[src/rtl/npc_pkg.sv]
// Shared NPC core constants and the fetch-stage state encoding.
package npc_pkg;

   localparam logic [31:0] NPC_RESET_PC = 32'h8000_0000;
   localparam logic [31:0] NOP_INST     = 32'h0000_0013;
   localparam logic [31:0] EBREAK_INST  = 32'h0010_0073;

   typedef enum logic [2:0] {
      IDLE,
      REQ,
      WAIT,
      HOLD,
      HALT
   } ifu_state_t;

endpackage

[src/rtl/ifu_fetch_pc_reg.sv]
// Fetch PC register: reset / redirect / sequential-advance mux.
// Without IFU_MISALIGN_CHECK_EN the low two PC bits are forced to zero on every load.
module ifu_pc_reg #(
   parameter int               XLEN     = 32,
   parameter logic [XLEN-1:0]  RESET_PC = 32'h8000_0000
) (
   input  logic            clk,
   input  logic            rst_n,
   input  logic            load_redirect,
   input  logic            advance,
   input  logic [XLEN-1:0] redirect_pc,
   output logic [XLEN-1:0] pc
);

   logic [XLEN-1:0] pc_q;
   logic [XLEN-1:0] pc_d;

   // Redirect beats the sequential increment when both arrive together.
   always_comb begin
      pc_d = pc_q;
      if (load_redirect) begin
         pc_d = redirect_pc;
      end else if (advance) begin
         pc_d = pc_q + XLEN'(4);
      end
`ifndef IFU_MISALIGN_CHECK_EN
      pc_d[1:0] = 2'b00;
`endif
   end

   always_ff @(posedge clk) begin
      if (!rst_n) begin
         pc_q <= RESET_PC;
      end else begin
         pc_q <= pc_d;
      end
   end

   assign pc = pc_q;

endmodule

[src/rtl/ifu_fetch.sv]
// Instruction fetch stage: one outstanding imem request, redirect/drop handling, halt.
// Optional macro IFU_MISALIGN_CHECK_EN adds inst_misalign and traps misaligned redirects.
module ifu_fetch
   import npc_pkg::*;
#(
   parameter int               XLEN     = 32,
   parameter logic [XLEN-1:0]  RESET_PC = NPC_RESET_PC
) (
   input  logic            clk,
   input  logic            rst_n,
   output logic            imem_req_valid,
   input  logic            imem_req_ready,
   output logic [XLEN-1:0] imem_addr,
   input  logic            imem_rsp_valid,
   input  logic [XLEN-1:0] imem_rsp_data,
   output logic            inst_valid,
   input  logic            inst_ready,
   output logic [XLEN-1:0] inst,
   output logic [XLEN-1:0] inst_pc,
`ifdef IFU_MISALIGN_CHECK_EN
   output logic            inst_misalign,
`endif
   input  logic            redirect_valid,
   input  logic [XLEN-1:0] redirect_pc,
   input  logic            halt
);

   ifu_state_t      state_q, state_d;
   logic            drop_q, drop_d;
   logic [XLEN-1:0] inst_q, inst_d;
   logic [XLEN-1:0] inst_pc_q, inst_pc_d;
   logic [XLEN-1:0] pc;
   logic            load_redirect;
   logic            advance;
   logic            redir_ok;
`ifdef IFU_MISALIGN_CHECK_EN
   logic            misalign_q, misalign_d;
`endif

   ifu_pc_reg #(
      .XLEN     (XLEN),
      .RESET_PC (RESET_PC)
   ) u_pc_reg (
      .clk           (clk),
      .rst_n         (rst_n),
      .load_redirect (load_redirect),
      .advance       (advance),
      .redirect_pc   (redirect_pc),
      .pc            (pc)
   );

   always_comb begin
      state_d   = state_q;
      drop_d    = drop_q;
      inst_d    = inst_q;
      inst_pc_d = inst_pc_q;
`ifdef IFU_MISALIGN_CHECK_EN
      misalign_d = misalign_q;
`endif
      redir_ok      = redirect_valid &&
                      (state_q == REQ || state_q == WAIT || state_q == HOLD);
      load_redirect = redir_ok;
      advance       = (state_q == HOLD) && inst_ready;

      case (state_q)
         IDLE: state_d = REQ;
         REQ: begin
            if (imem_req_ready) begin
               state_d = WAIT;
               // A redirect alongside the handshake leaves a stale response in flight.
               drop_d  = redir_ok;
            end
         end
         WAIT: begin
            if (imem_rsp_valid) begin
               if (drop_q || redir_ok) begin
                  drop_d  = 1'b0;
                  state_d = REQ;
               end else begin
                  inst_d    = imem_rsp_data;
                  inst_pc_d = pc;
                  state_d   = HOLD;
               end
            end else if (redir_ok) begin
               drop_d = 1'b1;
            end
         end
         HOLD: begin
`ifdef IFU_MISALIGN_CHECK_EN
            if (inst_ready && (halt || misalign_q)) begin
`else
            if (inst_ready && halt) begin
`endif
               state_d = HALT;
            end else if (redir_ok || inst_ready) begin
               state_d = REQ;
            end
         end
         HALT:    state_d = HALT;
         default: state_d = IDLE;
      endcase

`ifdef IFU_MISALIGN_CHECK_EN
      if (state_d == REQ) begin
         misalign_d = 1'b0;
      end
      // A misaligned target is never fetched; a NOP is handed to decode instead.
      if (redir_ok && (redirect_pc[1:0] != 2'b00) && (state_d != HALT)) begin
         state_d    = HOLD;
         drop_d     = 1'b0;
         inst_d     = XLEN'(NOP_INST);
         inst_pc_d  = redirect_pc;
         misalign_d = 1'b1;
      end
`endif
   end

   always_ff @(posedge clk) begin
      if (!rst_n) begin
         state_q   <= IDLE;
         drop_q    <= 1'b0;
         inst_q    <= '0;
         inst_pc_q <= '0;
`ifdef IFU_MISALIGN_CHECK_EN
         misalign_q <= 1'b0;
`endif
      end else begin
         state_q   <= state_d;
         drop_q    <= drop_d;
         inst_q    <= inst_d;
         inst_pc_q <= inst_pc_d;
`ifdef IFU_MISALIGN_CHECK_EN
         misalign_q <= misalign_d;
`endif
      end
   end

   assign imem_req_valid = (state_q == REQ);
   assign imem_addr      = pc;
   assign inst_valid     = (state_q == HOLD);
   assign inst           = inst_q;
   assign inst_pc        = inst_pc_q;
`ifdef IFU_MISALIGN_CHECK_EN
   assign inst_misalign  = misalign_q;
`endif

endmodule

[config.mk]
export PLATFORM = sky130hd
export DESIGN_NAME = ifu_fetch
export DESIGN_NICKNAME = d
export VERILOG_FILES = /design/src/rtl/npc_pkg.sv /design/src/rtl/ifu_fetch_pc_reg.sv /design/src/rtl/ifu_fetch.sv
export SDC_FILE = /design/constraint.sdc
export NUM_CORES = 1
export LEC_CHECK = 0
export ABC_AREA = 1
export CAP_MARGIN = 20
export CORE_MARGIN = 8
export CORE_UTILIZATION = 49
export CTS_CLUSTER_DIAMETER = 40
export DETAILED_ROUTE_END_ITERATION = 12
export PLACE_DENSITY_LB_ADDON = 0.2
export SYNTH_ARGS = -nofsm -noshare
export SYNTH_HDL_FRONTEND = slang
export SYNTH_SLANG_ARGS = --single-unit
[constraint.sdc]
create_clock -name clk -period 3.2 [get_ports clk]
set_clock_uncertainty 0.2 [all_clocks]
set_input_delay 0.64 -clock clk [delete_from_list [all_inputs] [get_ports clk]]
set_output_delay 0.64 -clock clk [all_outputs]
set_load 0.02 [all_outputs]
==> results.sh <==
export IMPL_tns_ns=0
export IMPL_critical_path_startpoint_type="primary input"
export IMPL_gp_congestion=0.9247
export IMPL_synthSimpleGateAreaFrac=0.3190
export IMPL_track_usage=0.2288
export IMPL_register_area_mm2=0.001922
export IMPL_port_buffers=162
export IMPL_ir_drop_uv=334.1
export IMPL_synth_avg_cell_area_um2=6.787
export IMPL_arrival_ns=2.70
export IMPL_r2r_setup_slack_ns=0.91
export IMPL_grt_pass1_wl_um=24250
export IMPL_clk_pin_slew_ns=0.09
export IMPL_setup_viol=0
export IMPL_num_rows=35
export IMPL_start_util=0.5066
export IMPL_numCtsBuffers=9
export IMPL_hold_ws_ns=0.2873
export IMPL_num_antenna_cells=0
export IMPL_async_flop_share=0
export IMPL_synth_seq_cells=96
export IMPL_wl_per_cell_um=15.64
export IMPL_multi_input_area_mm2=0.002336
export IMPL_drc=0
export IMPL_max_freq_mhz=385.6
export IMPL_slowest_stage="inv_4"
export IMPL_p_leak_nw=2.417
export IMPL_crit_path_end_kind="flip-flop"
export IMPL_overflow=0
export IMPL_dpl_hpwl_um=11190
export IMPL_cts_resized_gates=0
export IMPL_ys_seq_area_frac=0.4086
export IMPL_drt_first_iter_violations=402
export IMPL_cts_root_buf="clkbuf_8"
export IMPL_synthAdderAreaFrac=0.002660
export IMPL_period_needed_ns=2.593
export IMPL_syn_area_mm2=0.004703
export IMPL_grt_pass1_vias=4810
export IMPL_clkLatencyLatePin_ns=0.38
export IMPL_vias=5124
export IMPL_crit_fanout=79
export IMPL_layout_commonest_cell="clkdlybuf4s50_1"
export IMPL_synth_top_family_by_area="simple AND/OR/NAND/NOR gates"
export IMPL_io_pins=169
export IMPL_core_mm2=0.009284
export IMPL_final_cell_mix="clkdlybuf4s50_1 (161), nor2_1 (148), nand2_1 (127), dfxtp_1 (96), o21ai_0 (55)"
export IMPL_critical_path_required_ns=3.30
export IMPL_cts_buffer_depth=2
export IMPL_synthMuxAreaShare=0
export IMPL_cts_sinks=96
export IMPL_utilization=0.6995
export IMPL_outcome="finished clean"
export IMPL_fp_dieW_um=114.0
export IMPL_synth_edf_count=0
export IMPL_placed_area_mm2=0.006292
export IMPL_cp_top_family="buffers and inverters"
export IMPL_slew_headroom=0.4174
export IMPL_crit_type="in -> reg"
export IMPL_cap_violations=0
export IMPL_crit_cells=10
export IMPL_num_fill_cells=814
export IMPL_finalHoldViolCount=0
export IMPL_synthFlopType="dfxtp_1"
export IMPL_dp_cells=955
export IMPL_ys_types=37
export IMPL_antenna_found_initial=0
export IMPL_synth_compound_area_frac=0.1700
export IMPL_fin_nets=909
export IMPL_ant_nets=0
export IMPL_cp_slowest_stage_delay_ns=0.57
export IMPL_hp_class="reg -> reg"
export IMPL_fin_cells=971
export IMPL_cp_cell_sequence="clkdlybuf4s50_1, inv_1, nor2_1, nand2_4, inv_4, nor2_4, nand3_4, inv_4, o21ai_0, a21oi_2"
export IMPL_final_cell_area_mm2=0.006494
export IMPL_worst_pin_slew_ns=0.8729
export IMPL_cp_common_cell="inv_4"
export IMPL_slew_violations=0
export IMPL_ff2ff_path_depth=9
export IMPL_powerDensity_mw_per_mm2=524.3
export IMPL_rsz0062_at_grt="false"
export IMPL_layout_area_overhead_vs_synth_pct=38.07
export IMPL_min_period_over_period=0.8105
export IMPL_grt_start_max_net_pins=80
export IMPL_synth_xor_area_frac=0.001862
export IMPL_htreeDepth=3
export IMPL_syn_inst=693
export IMPL_cts_hold_buffers=0
export IMPL_cts_tree="done"
export IMPL_yosys_warnings=0
export IMPL_die_area_mm2=0.01299
export IMPL_totalWireLength_um=15190
export IMPL_crit_buf_inv=4
export IMPL_drtPass1Iterations=5
export IMPL_vias_per_cell=5.277
export IMPL_post_cts_buffers=0
export IMPL_die_y_um=114.0
export IMPL_hold_depth=2
export IMPL_drive_gt1_frac=0.05938
## layer usage
| metal | global-route usage | part of all wire | routed length, um | vias to the layer above |
|---|---|---|---|---|
| li1 | - | - | - | 2534 |
| met1 | 0.2931 | 0.44 | 6693 | 2371 |
| met2 | 0.3825 | 0.48 | 7256 | 203 |
| met3 | 0.03856 | 0.068 | 1034 | 16 |
| met4 | 0.07098 | 0.014 | 206 | 0 |
| met5 | 0 | 0 | 0 | - |
## stage by stage
stage / total power [W] / worst slack, ns
after detailed placement: 0.002619 / 0.2258
after floorplan: 0.002151 / 1.330
final: 0.003404 / 0.6065
after global placement: 0.002584 / 0.3387
after CTS: 0.003408 / 0.6101
after global routing: 0.003573 / 0.4050
## area by class of cell
cell class	count	share of cell area
sequential	96	0.2960
tap	129	0.02486
clock inverter	4	0.005588
clock buffer	12	0.02543
timing repair buffer	167	0.2547
inverter	57	0.03372
multi-input combinational	506	0.3597
## Yosys cell counts, types with 2 or more instances
cell type | n | area, um^2
buf_2 | 6 | 30.03
buf_4 | 10 | 75.07
a21oi_1 | 27 | 135.1
dfxtp_1 | 96 | 1922
o21ai_1 | 34 | 170.2
inv_4 | 2 | 12.51
o21bai_1 | 3 | 22.52
o211ai_1 | 5 | 37.54
o21ai_0 | 55 | 275.3
and2_1 | 2 | 12.51
buf_6 | 7 | 78.83
a31oi_1 | 9 | 56.30
or2_2 | 2 | 12.51
clkbuf_1 | 12 | 45.04
nor3_1 | 6 | 30.03
nand3_1 | 48 | 240.2
nand4_1 | 9 | 56.30
nor2_4 | 2 | 22.52
nor2_2 | 2 | 12.51
a21oi_2 | 10 | 87.58
nor2_1 | 148 | 555.5
a211oi_1 | 2 | 15.01
inv_2 | 3 | 11.26
nand2_1 | 127 | 476.7
inv_1 | 52 | 195.2
nand2_2 | 3 | 18.77
## logic make-up after synthesis
group / count (synthesis)
fa+ha+maj: 1
other cells: 1
flops: 96
compound gates: 145
buf+inv: 94
xor+xnor: 1
simple gates: 355
## report_power, final
group	switching, W	internal [W]	total [W]	leakage [nW]
logic	0.000647	0.000481	0.00113	1.54
clock network	0.000452	0.000355	0.000807	0.101
registers	0.000137	0.00133	0.00147	0.780
total	0.00124	0.00217	0.00340	2.42
## final timing paths
| kind | from | end |
|---|---|---|
| hold reg to reg | inst[14] | inst[14] |
| setup reg to reg | state_q[1] | inst_pc[28] |
| setup / recovery | redirect_valid | inst_pc[28] |
| hold / removal | inst[14] | inst[14] |
## worst register-to-register path, cell delays in order (launching register included)
cell and delay, ns:
dfxtp_1 0.36, inv_2 0.09, nand2_2 0.07, nand2_4 0.25
inv_4 0.06, nor2_4 0.11, nand3_4 0.08, inv_4 0.57
o21ai_0 0.28, a21oi_2 0.15
## sequential cells by signal, summed over array words and instances, names as in the netlist
signal,cells
drop_q,1
inst,32
inst_pc,30
state_q,3
u_pc_reg.pc,30
(Power assumes the default switching activity.)
